==> src/rtl/alu_seq_ctrl.sv <==
// alu_seq_ctrl: multi-cycle ADD/SUB/LDI/NOP sequencer for an external 8-bit ALU (instr valid/ready in; alu_rd_data/alu_rs_data/alu_select out, alu_out in; done/result/result_zero out; dbg_addr/dbg_data regfile peek; optional ovf output under `ALU_SEQ_OVF_EN)
module alu_seq_ctrl #(
  parameter int DATA_W = 8,
  parameter int REG_ADDR_W = 2,
  localparam int INSTR_W = 2 + 2*REG_ADDR_W + DATA_W
) (
  input  logic                  clk,
  input  logic                  rst_n,
  input  logic                  instr_valid,
  output logic                  instr_ready,
  input  logic [INSTR_W-1:0]    instr,
  output logic [DATA_W-1:0]     alu_rd_data,
  output logic [DATA_W-1:0]     alu_rs_data,
  output logic                  alu_select,
  input  logic [DATA_W-1:0]     alu_out,
  output logic                  done,
  output logic [DATA_W-1:0]     result,
  output logic                  result_zero,
  input  logic [REG_ADDR_W-1:0] dbg_addr,
  output logic [DATA_W-1:0]     dbg_data
`ifdef ALU_SEQ_OVF_EN
  ,
  output logic                  ovf
`endif
);
  typedef enum logic [1:0] {IDLE, READ, EXEC, WRITE} state_t;
  state_t state, next;
  logic [1:0] op;
  logic [REG_ADDR_W-1:0] rd, rs;
  logic [DATA_W-1:0] imm, pend, wdata;
  logic [DATA_W-1:0] regs [2**REG_ADDR_W];
  logic wr;
  always_ff @(posedge clk or negedge rst_n)
    if (!rst_n) state <= IDLE;
    else state <= next;
  always_comb
    next = state == IDLE ? (instr_valid ? READ : IDLE) :
           state == READ ? (op[1] ? WRITE : EXEC) :
           state == EXEC ? WRITE : IDLE;
  always_comb begin
    instr_ready = state == IDLE;
    done = state == WRITE;
    alu_select = state == EXEC && op[0];
  end
  assign wr = state == WRITE && op != 2'b11;
  assign wdata = op[1] ? imm : pend;
  assign dbg_data = regs[dbg_addr];
  always_ff @(posedge clk or negedge rst_n)
    if (!rst_n) begin
      {op, rd, rs, imm} <= '0;
      alu_rd_data <= '0;
      alu_rs_data <= '0;
      pend <= '0;
      result <= '0;
      result_zero <= 1'b1;
      regs <= '{default: '0};
    end else begin
      if (state == IDLE && instr_valid) {op, rd, rs, imm} <= instr;
      if (state == READ) begin
        alu_rd_data <= regs[rd];
        alu_rs_data <= regs[rs];
      end
      if (state == EXEC) pend <= alu_out;
      if (wr) begin
        regs[rd] <= wdata;
        result <= wdata;
        result_zero <= wdata == '0;
      end
    end
`ifdef ALU_SEQ_OVF_EN
  logic a, b, w;
  assign a = alu_rd_data[DATA_W-1];
  assign b = alu_rs_data[DATA_W-1];
  assign w = pend[DATA_W-1];
  always_ff @(posedge clk or negedge rst_n)
    if (!rst_n) ovf <= 1'b0;
    else if (state == WRITE) ovf <= op[1] ? 1'b0 : (op[0] ? a != b && w != a : a == b && w != a);
`endif
endmodule
==> config.mk <==
export PLATFORM = sky130hd
export DESIGN_NAME = alu_seq_ctrl
export DESIGN_NICKNAME = d
export VERILOG_FILES = /design/src/rtl/alu_seq_ctrl.sv
export SDC_FILE = /design/constraint.sdc
export NUM_CORES = 1
export LEC_CHECK = 0
export CAP_MARGIN = 20
export CELL_PAD_IN_SITES_DETAIL_PLACEMENT = 0
export CELL_PAD_IN_SITES_GLOBAL_PLACEMENT = 1
export CORE_ASPECT_RATIO = 1.1
export CORE_UTILIZATION = 40
export CTS_CLUSTER_SIZE = 20
export DETAILED_ROUTE_END_ITERATION = 8
export GPL_TIMING_DRIVEN = 0
export PLACE_DENSITY_LB_ADDON = 0.08
export SLEW_MARGIN = 25
export SYNTH_ARGS = -nofsm -noshare
export SYNTH_HDL_FRONTEND = slang
export SYNTH_SLANG_ARGS = --single-unit
==> constraint.sdc <==
create_clock -name clk -period 1.7 [get_ports clk]
set_input_delay 0.34 -clock clk [delete_from_list [all_inputs] [get_ports clk]]
set_output_delay 0.34 -clock clk [all_outputs]
set_load 0.02 [all_outputs]
==> results.rst, run 1 <==
.. list-table::
   :header-rows: 1

   * - Metric
     - Value
   * - Result of the run
     - complete, but fails checks
   * - Violated checks
     - setup timing
   * - Post-detailed-routing wire length
     - 8.37 mm
   * - Antenna diode count
     - 0
   * - DRC
     - 0
   * - Fillers
     - 754
   * - Master cell of the clock root buffer
     - sky130_fd_sc_hd__clkbuf_8
   * - Crit path required time
     - 1360 ps
   * - Congestion Overflow GR
     - 0
   * - NumNets Final
     - 370
   * - Capture point of the worst reg-to-reg path
     - regs[30]$_DFFE_PN0P_
   * - Main flop type after synthesis
     - sky130_fd_sc_hd__dfrtp_1
   * - Top post-synthesis cells by count
     - 86 x sky130_fd_sc_hd__mux2_2, 80 x sky130_fd_sc_hd__dfrtp_1, 24 x sky130_fd_sc_hd__mux4_2
   * - Cell class contributing the biggest share of worst-path delay
     - multiplexers
   * - #FFs+latches synth
     - 81
   * - Iteration-0 DRC Markers
     - 69
   * - Worst R2R Start
     - state[0]$_DFF_PN0_
   * - Data arrival at the endpoint of the critical path
     - 1370 ps
   * - Top fanout value on the critical path
     - 4
   * - Setup violations, final
     - 4
   * - Crit path launch type
     - register
   * - Part of the total power dissipated in combinational logic
     - 53.1%
   * - Wire length of the first global-routing pass
     - 13.5 mm
   * - Routed len/inst
     - 18.3 um
   * - Async set-or-reset flop fraction in the synthesized netlist
     - 100%
   * - Min Clock Period, post-route
     - 1710 ps
   * - Final weighted congestion of routability-driven global placement
     - 0.705
   * - Count of standard-cell rows
     - 36
   * - Number of vias per cell after detailed routing
     - 5.22
   * - CTS H-Tree Depth
     - 3
   * - Max-capacitance violation count
     - 0
   * - Layout overhead on the synthesized area
     - 37.1%
   * - Unrepaired setup endpoints after global routing
     - true
   * - Switching power total
     - 3.66 mW
   * - Leakage power of the design
     - 2.30 nW
   * - Post-synth EDFFs
     - 0
   * - Share of Yosys cell area claimed by the top area cell type
     - 52.8%
   * - Proportion of layout cells with a drive suffix above 1
     - 57.8%
   * - Net switching fraction of the power
     - 34.0%
   * - Crit path kind
     - register to primary output
   * - Number of iterations in the first detailed-routing pass
     - 4
   * - Nets in the synthesized netlist
     - 258
   * - Worst path max stage delay
     - 480 ps
   * - Die outline area
     - 9870 um^2
   * - Clock power share
     - 14.1%
   * - Chain of cells forming the critical path
     - mux4_2, buf_6
   * - Worst Setup EP
     - dbg_data[5]
   * - Number of buffers inserted during clock tree synthesis
     - 9
   * - Io pins
     - 63
   * - Worst slew margin relative to its limit
     - 56.5%
   * - Buffers and inverters on the worst path
     - 1
   * - IR Drop Worst-Case VDD
     - 777 uV
   * - Fin. Hold Viols
     - 0
   * - Crit path capture type
     - primary output
   * - Total of warnings raised by yosys
     - 0
   * - Most frequently used cell type in the post-synthesis netlist
     - sky130_fd_sc_hd__mux2_2
   * - Type of the tightest min-delay check
     - input pin to asynchronous set/reset pin
   * - Mean instance size in the synthesized netlist
     - 16.7 um^2
   * - Internal power
     - 7.10 mW
   * - CTS tree
     - yes
   * - Cell Area, Placed
     - 4580 um^2
   * - Register-to-register setup slack
     - 50 ps
   * - Antenna violation net count after detailed routing
     - 0
   * - Worst-case clock buffer depth
     - 2
   * - Power share of the sequential group
     - 32.8%
   * - Final setup margin
     - -13.5 ps
   * - Biggest area contributors in the synthesized netlist
     - sky130_fd_sc_hd__dfrtp_1 53%, sky130_fd_sc_hd__mux2_2 26%, sky130_fd_sc_hd__mux4_2 14%
   * - Slew at the pin closest to its max-slew limit
     - 652 ps
   * - Cell Pwr Density
     - 2070 nW/um^2
   * - Fraction of the yosys area taken by sequential cells
     - 53.5%
   * - Slowest-stage cell, CP
     - sky130_fd_sc_hd__mux4_2
   * - Placeable Area
     - 9050 um^2
   * - Final clock period utilization by the worst path
     - 101%
   * - Layout Cell Area excl Fill
     - 5200 um^2
   * - Overall Power
     - 10.8 mW
   * - Final HPWL from detailed placement
     - 5.58 mm
   * - Die Y
     - 104 um
   * - Post-synthesis cell area
     - 3790 um^2
   * - CP Launch Point
     - regs[13]$_DFFE_PN0P_
   * - Number of distinct library cells after synthesis
     - 25
   * - Worst setup skew after layout
     - 14.8 ps
   * - Number of global-route vias before repair
     - 2547
   * - Sequential cell area in the final layout
     - 2030 um^2
   * - TritonCTS Sinks
     - 81
   * - Stages on the worst setup path
     - 2
   * - Clock latency reported for the late side of the worst-skew pair
     - 350 ps
   * - Initial core utilization
     - 41.9%
   * - Number of cells produced by synthesis
     - 227
   * - Maximum number of pins on one net before global-route repair
     - 61
   * - Via count of the routed design
     - 2389
   * - Post-synthesis cell type with the largest combined area
     - sky130_fd_sc_hd__dfrtp_1
   * - Die outline width
     - 94.8 um
   * - Clk slew on worst S/H paths
     - 90 ps
   * - Area taken by multi-input logic gates
     - 1750 um^2
   * - Core utilization of the finished layout
     - 57.4%
   * - Reg2Reg Depth
     - 5
   * - Number of antenna violations at the first check in global routing
     - 0
   * - Count of input and output buffers
     - 60
   * - Max Clk Rate
     - 584 MHz
   * - Final count of pins violating max slew
     - 0
   * - Overall Global Routing Usage
     - 18.7%
==> registers in the layout, indices dropped and copies added (netlist names) <==
| register | count |
|---|---|
| rs | 2 |
| rd | 2 |
| alu_rd_data | 8 |
| imm | 8 |
| op | 2 |
| alu_rs_data | 8 |
| result_zero | 1 |
| pend | 8 |
| result | 8 |
| regs | 32 |
| state | 2 |
==> final cells by class <==
cell class / count / share of cell area, %
plain buffers: 10 / 1.49
multi-input cells: 131 / 33.7
clock inverters: 4 / 1.49
flip-flops and latches: 81 / 39.1
clock buffers: 12 / 2.60
well taps: 114 / 2.74
repair buffers: 103 / 18.7
inverters: 3 / 0.217
==> worst min path at each step <==
stage                       startpoint                    endpoint  slack [ps]  cells after the start
floorplan                        rst_n  alu_rd_data[0]$_DFFE_PN0N_          40                      0
global placement    imm[4]$_DFFE_PN0P_          imm[4]$_DFFE_PN0P_         480                      1
detailed placement               rst_n  alu_rs_data[0]$_DFFE_PN0N_         210                      1
CTS                              rst_n  alu_rs_data[0]$_DFFE_PN0N_         390                      2
global route                     rst_n  alu_rs_data[0]$_DFFE_PN0N_         410                      2
finish                           rst_n  alu_rs_data[0]$_DFFE_PN0N_         400                      2
==> through the flow <==
step	hold WS, ps	setup WS (ps)	instances	setup TNS (ps)
after floorplan	44.4	22.8	227	0
after CTS	391	-39.3	449	-305
after detailed placement	206	-520	402	-11510
after global routing	409	-64.9	458	-433
after global placement	484	-2760	401	-233240
final	402	-13.5	458	-25.8
==> timing repair <==
item                                   CTS  global route
buffers inserted                        32             9
gates resized for setup                 71            17
endpoints found under the hold margin   21             0
setup endpoints to repair               63            43
hold buffers                             1             0
==> per-layer routing <==
| metal | vias to the layer above | GRT usage, % | routed length [um] |
|---|---|---|---|
| met5 | - | 0 | 0 |
| met4 | 0 | 7.90 | 102 |
| met3 | 10 | 3.29 | 256 |
| met2 | 50 | 30.7 | 4360 |
| met1 | 1239 | 24.1 | 3660 |
| li1 | 1090 | - | - |
==> cell families after synthesis <==
| logic type | synth area share, % |
|---|---|
| simple gates | 2.08 |
| fa+ha+maj | 1.32 |
| mux | 40.1 |
| buf+inv | 1.85 |
| compound gates | 1.22 |
| flops | 53.5 |
==> cells in the final DEF, fill, tap and decap left out, drive strengths merged, types with 3 or more instances in the layout <==
cell | Yosys | final
dfrtp | 80 | 80
dlymetal6s2s | 0 | 9
buf | 8 | 58
clkbuf | 4 | 17
inv | 3 | 3
mux4 | 24 | 24
clkdlybuf4s50 | 0 | 38
ha | 4 | 4
mux2 | 86 | 86
==> power groups by stage <==
stage | Clock [mW] | Combinational, mW | Sequential, mW
floorplan | 0 | 3.02 | 3.79
global placement | 0 | 4.85 | 3.61
detailed placement | 0 | 4.89 | 3.66
CTS | 1.57 | 5.63 | 3.52
global route | 1.65 | 6.14 | 3.65
finish | 1.52 | 5.72 | 3.53
(Power assumes the default switching activity.)
==> inputs of run 2 (changes only) <==
- CORE_UTILIZATION: 40 -> 48
- clock period: 1.7 -> 2 ns (I/O delays scaled with it)
==> run 2 against run 1 <==
The run now ends clean. Sequential share of layout area rose by 2.9 points. Non-clock buffer count fell by 37. Via count fell by 2.8%. Critical endpoint unchanged. Critical path depth did not move. Worst setup slack improved by 61 ps.
==> results.rst, run 2 (synthesized netlist as in run 1, its figures left out) <==
.. list-table::
   :header-rows: 1

   * - Metric
     - Value
   * - IR Drop Worst-Case VDD
     - 782 uV (was 777 uV)
   * - Number of iterations in the first detailed-routing pass
     - 4 (unchanged)
   * - Final HPWL from detailed placement
     - 5.57 mm (was 5.58 mm)
   * - Most common library cell in the layout ignoring fill and taps
     - sky130_fd_sc_hd__mux2_2 (unchanged)
   * - Net switching fraction of the power
     - 35.1% (was 34.0%)
   * - Overall Global Routing Usage
     - 22.2% (was 18.7%)
   * - CTS H-Tree Depth
     - 3 (unchanged)
   * - Internal power
     - 5.55 mW (was 7.10 mW)
   * - Clock latency reported for the late side of the worst-skew pair
     - 350 ps (about the same)
   * - Slew at the pin closest to its max-slew limit
     - 717 ps (was 652 ps)
   * - Part of the total power dissipated in combinational logic
     - 48.7% (was 53.1%)
   * - Switching power total
     - 3.00 mW (was 3.66 mW)
   * - Worst setup timing slack at the placement stage
     - -294 ps (was -520 ps)
   * - Worst path max stage delay
     - 470 ps (was 480 ps)
   * - Number of global-route vias before repair
     - 2402 (was 2547)
   * - Reg2Reg Depth
     - 4 (was 5)
   * - Setup violations, final
     - 0 (was 4)
   * - Number of flip-flops under the largest register name
     - 32 (unchanged)
   * - Cell class contributing the biggest share of worst-path delay
     - multiplexers (unchanged)
   * - TritonCTS Sinks
     - 81 (unchanged)
   * - Final clock period utilization by the worst path
     - 97.6%
   * - Stages on the worst setup path
     - 2 (unchanged)
   * - Register name with the most flops
     - regs (unchanged)
   * - Cell Pwr Density
     - 1770 nW/um^2 (was 2070 nW/um^2)
   * - Clock power share
     - 15.2% (was 14.1%)
   * - Number of vias per cell after detailed routing
     - 5.64 (was 5.22)
   * - Antenna violation net count after detailed routing
     - 0 (unchanged)
   * - Crit path kind
     - register to primary output (unchanged)
   * - Fillers
     - 594 (was 754)
   * - Placeable Area
     - 7560 um^2 (was 9050 um^2)
   * - Number of buffers inserted during clock tree synthesis
     - 9 (unchanged)
   * - Wire length of the first global-routing pass
     - 13.1 mm (was 13.5 mm)
   * - Buffers and inverters on the worst path
     - 1 (unchanged)
   * - Count of input and output buffers
     - 60 (unchanged)
   * - Die outline area
     - 8260 um^2 (was 9870 um^2)
   * - Antenna diode count
     - 0 (unchanged)
   * - Iteration-0 DRC Markers
     - 68 (was 69)
   * - Cell Area, Placed
     - 4540 um^2 (was 4580 um^2)
   * - Io pins
     - 63 (unchanged)
   * - Data arrival at the endpoint of the critical path
     - 1550 ps (was 1370 ps)
   * - Final setup margin
     - 47.0 ps (was -13.5 ps)
   * - Crit path launch type
     - register (unchanged)
   * - Most frequent cells in the layout
     - 86 x sky130_fd_sc_hd__mux2_2, 80 x sky130_fd_sc_hd__dfrtp_1, 48 x sky130_fd_sc_hd__clkdlybuf4s50_1 (was 86 x sky130_fd_sc_hd__mux2_2, 77 x sky130_fd_sc_hd__dfrtp_1, 43 x sky130_fd_sc_hd__buf_4)
   * - DRC
     - 0 (unchanged)
   * - Worst setup skew after layout
     - 11.9 ps (was 14.8 ps)
   * - Die Y
     - 95.2 um (was 104 um)
   * - Post-detailed-routing wire length
     - 8.10 mm (was 8.37 mm)
   * - Type of the tightest min-delay check
     - input pin to asynchronous set/reset pin (unchanged)
   * - Clk slew on worst S/H paths
     - 90 ps (about the same)
   * - Fin. Hold Viols
     - 0 (unchanged)
   * - Worst-case clock buffer depth
     - 2 (unchanged)
   * - Layout overhead on the synthesized area
     - 27.5% (was 37.1%)
   * - Max-capacitance violation count
     - 0 (unchanged)
   * - Core utilization of the finished layout
     - 64.0% (was 57.4%)
   * - Slowest-stage cell, CP
     - sky130_fd_sc_hd__mux4_2 (unchanged)
   * - Final weighted congestion of routability-driven global placement
     - 0.706 (was 0.705)
   * - Layout Cell Area excl Fill
     - 4840 um^2 (was 5200 um^2)
   * - Leakage power of the design
     - 2.00 nW (was 2.30 nW)
   * - Initial core utilization
     - 50.2% (was 41.9%)
   * - Result of the run
     - finished clean (was complete, but fails checks)
   * - Die outline width
     - 86.8 um (was 94.8 um)
   * - Master cell of the clock root buffer
     - sky130_fd_sc_hd__clkbuf_8 (unchanged)
   * - Max Clk Rate
     - 512 MHz
   * - Power share of the sequential group
     - 36.1% (was 32.8%)
   * - Count of standard-cell rows
     - 33 (was 36)
   * - Final count of pins violating max slew
     - 0 (unchanged)
   * - Worst slew margin relative to its limit
     - 52.1% (was 56.5%)
   * - Min Clock Period, post-route
     - 1950 ps
   * - CTS tree
     - yes (unchanged)
   * - Routed len/inst
     - 19.7 um (was 18.3 um)
   * - Unrepaired setup endpoints after global routing
     - false (was true)
   * - Overall Power
     - 8.54 mW (was 10.8 mW)
   * - Maximum number of pins on one net before global-route repair
     - 43 (was 61)
   * - Chain of cells forming the critical path
     - mux4_2, dlygate4sd2_1 (was mux4_2, buf_6)
   * - Top fanout value on the critical path
     - 4 (unchanged)
   * - Number of antenna violations at the first check in global routing
     - 0 (unchanged)
   * - Congestion Overflow GR
     - 0 (unchanged)
   * - Crit path required time
     - 1600 ps (was 1360 ps)
   * - NumNets Final
     - 333 (was 370)
   * - Via count of the routed design
     - 2323 (was 2389)
   * - Proportion of layout cells with a drive suffix above 1
     - 48.2% (was 57.8%)
   * - Crit path capture type
     - primary output (unchanged)
-- run 2: repair_timing --
item                       4_1_cts  5_1_grt
setup endpoints to repair       35       16
setup buffers                    0        5
gates resized for setup         19        8
pin swaps                        0        1
hold buffers                     0        0
-- run 2: cell type report --
cell class	count	area [um^2]	area share, %
Inverter	3	11.3	0.233
Multi-Input combinational cell	131	1730	35.7
Buffer	10	56.3	1.16
Timing Repair Buffer	66	664	13.7
Clock buffer	9	124	2.56
Sequential cell	81	2030	41.9
Tap cell	105	131	2.72
Clock inverter	7	95.1	1.97
-- run 2: worst register-to-register path, delay by kind of cell (launching register included) --
kind | cells | cell delay, ps
and+or+nand+nor | 1 | 420
muxes | 1 | 420
DFF | 1 | 420
AOI/OAI and AO/OA | 1 | 270
adders and majority gates | 1 | 240
-- run 2: final timing paths --
| check | startpoint | to | slack (ps) |
|---|---|---|---|
| max | regs[5]$_DFFE_PN0P_ | dbg_data[5] | 50 |
| min | rst_n | regs[25]$_DFFE_PN0P_ | 30 |
| max in group asynchronous | rst_n | result_zero$_DFFE_PN1P_ | 1300 |
| min in group clk | imm[4]$_DFFE_PN0P_ | imm[4]$_DFFE_PN0P_ | 510 |
| max reg2reg | state[1]$_DFF_PN0_ | regs[12]$_DFFE_PN0P_ | 110 |
| min reg2reg | imm[4]$_DFFE_PN0P_ | imm[4]$_DFFE_PN0P_ | 510 |
-- run 2: power groups by stage --
stage	Sequential, mW	Clock [mW]	Combinational, mW
3_5_place_dp	3.11	0	4.15
2_1_floorplan	3.22	0	2.54
3_3_place_gp	3.04	0	4.09
4_1_cts	3.08	1.33	4.12
5_1_grt	3.20	1.41	4.48
6_report	3.08	1.30	4.16
-- run 2: layer usage --
layer | vias to the layer above | share of wire (%) | GRT usage (%)
li1 | 1020 | - | -
met1 | 1235 | 44 | 28.6
met2 | 57 | 51 | 37.4
met3 | 11 | 3.4 | 3.29
met4 | 0 | 2.0 | 9.86
met5 | - | 0 | 0
-- run 2: per-stage QoR --
step	instances	setup TNS, ps	hold slack [ps]
after detailed placement	393	-4910	417
after global routing	412	0	54.8
after CTS	407	0	37.1
after floorplan	227	0	104
after global placement	392	-195500	486
final	412	0	30.3
==> inputs of run 3 (changes only) <==
==> constraint.sdc (replaced) <==
create_clock -name clk -period 2 [get_ports clk]
set_input_delay 0.3 -clock clk [delete_from_list [all_inputs] [get_ports clk]]
set_output_delay 0.3 -clock clk [all_outputs]
set_load 0.02 [all_outputs]
==> run 3 against run 2 <==
First-iteration DRC count rose by 7.4%. Die area stayed put. Largest cell class unchanged. Count of clock-buffer cells in the layout did not move. Global-route usage about the same. Critical path type is now register to register. Utilization shrank 0.53 points. Register-to-register slack got worse by 60 ps. Clock skew fell by 1.7 ps. Worst setup slack improved by 5.5 ps. Sequential power about the same. Largest power group unchanged. Highest routed layer unchanged. Maximum frequency up 0.28%. Design area decreased by 0.83%. Combinational power is 2% lower.
==> results.rst, run 3 (synthesized netlist as in run 1, its figures left out) <==
.. list-table::
   :header-rows: 1

   * - Metric
     - Value
   * - Number of antenna violations at the first check in global routing
     - 0 (unchanged)
   * - CTS tree
     - yes (unchanged)
   * - Crit path capture type
     - register (was primary output)
   * - Clk slew on worst S/H paths
     - 80 ps (was 90 ps)
   * - Number of flip-flops under the largest register name
     - 32 (unchanged)
   * - Most common library cell in the layout ignoring fill and taps
     - sky130_fd_sc_hd__mux2_2 (unchanged)
   * - Hold slack
     - 481 ps (was 30.3 ps)
   * - Number of global-route vias before repair
     - 2416 (was 2402)
   * - Wire length of the first global-routing pass
     - 13.1 mm (about the same)
   * - Fillers
     - 595 (was 594)
   * - Io pins
     - 63 (unchanged)
   * - Part of the total power dissipated in combinational logic
     - 48.2% (was 48.7%)
   * - CTS H-Tree Depth
     - 3 (unchanged)
   * - Type of the tightest min-delay check
     - input pin to asynchronous set/reset pin (unchanged)
   * - Crit path required time
     - 2230 ps (was 1600 ps)
   * - Core utilization of the finished layout
     - 63.5% (was 64.0%)
   * - Setup violations, final
     - 0 (unchanged)
   * - Register name with the most flops
     - regs (unchanged)
   * - Leakage power of the design
     - 1.99 nW (was 2.00 nW)
   * - Master cell of the clock root buffer
     - sky130_fd_sc_hd__clkbuf_8 (unchanged)
   * - Initial core utilization
     - 50.2% (unchanged)
   * - Final HPWL from detailed placement
     - 5.57 mm (unchanged)
   * - Non-filler instance count after layout
     - 409 (was 412)
   * - Crit path kind
     - register to register (was register to primary output)
   * - Buffers and inverters on the worst path
     - 1 (unchanged)
   * - Cell Area, Placed
     - 4540 um^2 (unchanged)
   * - Data arrival at the endpoint of the critical path
     - 2170 ps (was 1550 ps)
   * - Post-detailed-routing wire length
     - 8.10 mm (about the same)
   * - Count of input and output buffers
     - 60 (unchanged)
   * - Max Clk Rate
     - 513 MHz (was 512 MHz)
   * - Final weighted congestion of routability-driven global placement
     - 0.706 (unchanged)
   * - Worst setup skew after layout
     - 10.1 ps (was 11.9 ps)
   * - Antenna diode count
     - 0 (unchanged)
   * - Overall Global Routing Usage
     - 22.2% (about the same)
   * - Final setup margin
     - 52.5 ps (was 47.0 ps)
   * - Final clock period utilization by the worst path
     - 97.4% (was 97.6%)
   * - Accumulated negative setup slack
     - 0 ps (unchanged)
   * - Sequential cell area in the final layout
     - 2030 um^2 (unchanged)
   * - Result of the run
     - finished clean (unchanged)
   * - Cell Pwr Density
     - 1760 nW/um^2 (was 1770 nW/um^2)
   * - Via count of the routed design
     - 2316 (was 2323)
   * - Count of standard-cell rows
     - 33 (unchanged)
   * - Congestion Overflow GR
     - 0 (unchanged)
   * - Placeable Area
     - 7560 um^2 (unchanged)
   * - Switching power total
     - 2.97 mW (was 3.00 mW)
   * - Worst slew margin relative to its limit
     - 52.0% (was 52.1%)
   * - Area taken by multi-input logic gates
     - 1720 um^2 (was 1730 um^2)
   * - Number of iterations in the first detailed-routing pass
     - 4 (unchanged)
   * - # placed instances
     - 393 (unchanged)
   * - Slowest-stage cell, CP
     - sky130_fd_sc_hd__dfrtp_1 (was sky130_fd_sc_hd__mux4_2)
   * - Top fanout value on the critical path
     - 10 (was 4)
   * - DRC
     - 0 (unchanged)
   * - Min Clock Period, post-route
     - 1950 ps (about the same)
   * - Iteration-0 DRC Markers
     - 73 (was 68)
   * - IR Drop Worst-Case VDD
     - 742 uV (was 782 uV)
   * - Fin. Hold Viols
     - 0 (unchanged)
   * - Maximum number of pins on one net before global-route repair
     - 43 (unchanged)
   * - Layout Cell Area excl Fill
     - 4800 um^2 (was 4840 um^2)
   * - TritonCTS Sinks
     - 81 (unchanged)
   * - Worst path max stage delay
     - 410 ps (was 470 ps)
   * - Clock latency reported for the late side of the worst-skew pair
     - 340 ps (was 350 ps)
   * - NumNets Final
     - 330 (was 333)
   * - Net switching fraction of the power
     - 35.1% (about the same)
   * - Final count of pins violating max slew
     - 0 (unchanged)
   * - Cell class contributing the biggest share of worst-path delay
     - flip-flops (was multiplexers)
   * - Die Y
     - 95.2 um (unchanged)
   * - Clock power share
     - 15.3% (was 15.2%)
   * - Power share of the sequential group
     - 36.4% (was 36.1%)
   * - Routed len/inst
     - 19.8 um (was 19.7 um)
   * - Internal power
     - 5.49 mW (was 5.55 mW)
   * - Proportion of layout cells with a drive suffix above 1
     - 47.0% (was 48.2%)
   * - Max-capacitance violation count
     - 0 (unchanged)
   * - Worst-case clock buffer depth
     - 2 (unchanged)
   * - Number of buffers inserted during clock tree synthesis
     - 9 (unchanged)
   * - Unrepaired setup endpoints after global routing
     - false (unchanged)
   * - Die outline area
     - 8260 um^2 (unchanged)
   * - Layout overhead on the synthesized area
     - 26.5% (was 27.5%)
   * - Overall Power
     - 8.46 mW (was 8.54 mW)
   * - Number of vias per cell after detailed routing
     - 5.66 (was 5.64)
   * - Worst setup timing slack at the placement stage
     - -194 ps (was -294 ps)
   * - Die outline width
     - 86.8 um (unchanged)
   * - Crit path launch type
     - register (unchanged)
   * - Antenna violation net count after detailed routing
     - 0 (unchanged)
   * - Most frequent cells in the layout
     - 86 x sky130_fd_sc_hd__mux2_2, 80 x sky130_fd_sc_hd__dfrtp_1, 49 x sky130_fd_sc_hd__clkdlybuf4s50_1 (was 86 x sky130_fd_sc_hd__mux2_2, 80 x sky130_fd_sc_hd__dfrtp_1, 48 x sky130_fd_sc_hd__clkdlybuf4s50_1)
   * - Slew at the pin closest to its max-slew limit
     - 718 ps (was 717 ps)
   * - Chain of cells forming the critical path
     - ha_1, a21boi_2, buf_4, nand3_2, mux2_2 (was mux4_2, dlygate4sd2_1)
-- run 3: changes by cell type in the layout (fill, tap and decap cells not counted), sizes merged --
cell           change
buf                -4
dlygate4sd3        +1
clkdlybuf4s50      +1
dlygate4sd2        +7
clkdlybuf4s15      -8
-- run 3: final timing paths --
kind                                     from                       to  slack (ps)  cells past startpoint
max                        state[1]$_DFF_PN0_      regs[1]$_DFFE_PN0P_          50                      5
min                                     rst_n     regs[25]$_DFFE_PN0P_         480                      2
max reg2reg                state[1]$_DFF_PN0_      regs[1]$_DFFE_PN0P_          50                      5
min reg2reg                imm[4]$_DFFE_PN0P_       imm[4]$_DFFE_PN0P_         510                      1
max in group asynchronous               rst_n  result_zero$_DFFE_PN1P_         850                      3
min in group clk           imm[4]$_DFFE_PN0P_       imm[4]$_DFFE_PN0P_         510                      1
-- run 3: cell type report --
type | instances | area share (%)
Buffer | 10 | 1.10
Clock buffer | 9 | 2.58
Clock inverter | 7 | 1.98
Inverter | 3 | 0.235
Multi-Input combinational cell | 131 | 35.8
Sequential cell | 81 | 42.3
Tap cell | 105 | 2.74
Timing Repair Buffer | 63 | 13.3
-- run 3: worst register-to-register path: stages (launching register included) --
cell and delay [ps]:
sky130_fd_sc_hd__dfrtp_1 410, sky130_fd_sc_hd__ha_1 250, sky130_fd_sc_hd__a21boi_2 280, sky130_fd_sc_hd__buf_4 250, sky130_fd_sc_hd__nand3_2 280, sky130_fd_sc_hd__mux2_2 360
-- run 3: power by group through the flow --
stage,clock (mW),combinational (mW),sequential (mW)
detailed placement,0,4.15,3.11
CTS,1.33,4.13,3.08
finish,1.30,4.08,3.08
global placement,0,4.09,3.04
floorplan,0,2.54,3.22
global route,1.41,4.39,3.20
-- run 3: what timing repair did --
item | in CTS | in global routing
hold buffers | 1 | 0
gates resized for setup | 15 | 0
cloned | 0 | 0
buffers inserted | 0 | 1
endpoints found under the hold margin | 39 | 0
endpoints found under the setup margin | 34 | 8
-- run 3: routing by layer --
| metal | part of all wire, % | GRT usage (%) | vias to the layer above | routed length [um] |
|---|---|---|---|---|
| met1 | 44 | 28.6 | 1234 | 3590 |
| met2 | 50 | 37.5 | 55 | 4080 |
| met3 | 3.1 | 3.29 | 14 | 249 |
| met4 | 2.3 | 9.86 | 0 | 188 |
| li1 | - | - | 1013 | - |
| met5 | 0 | 0 | - | 0 |
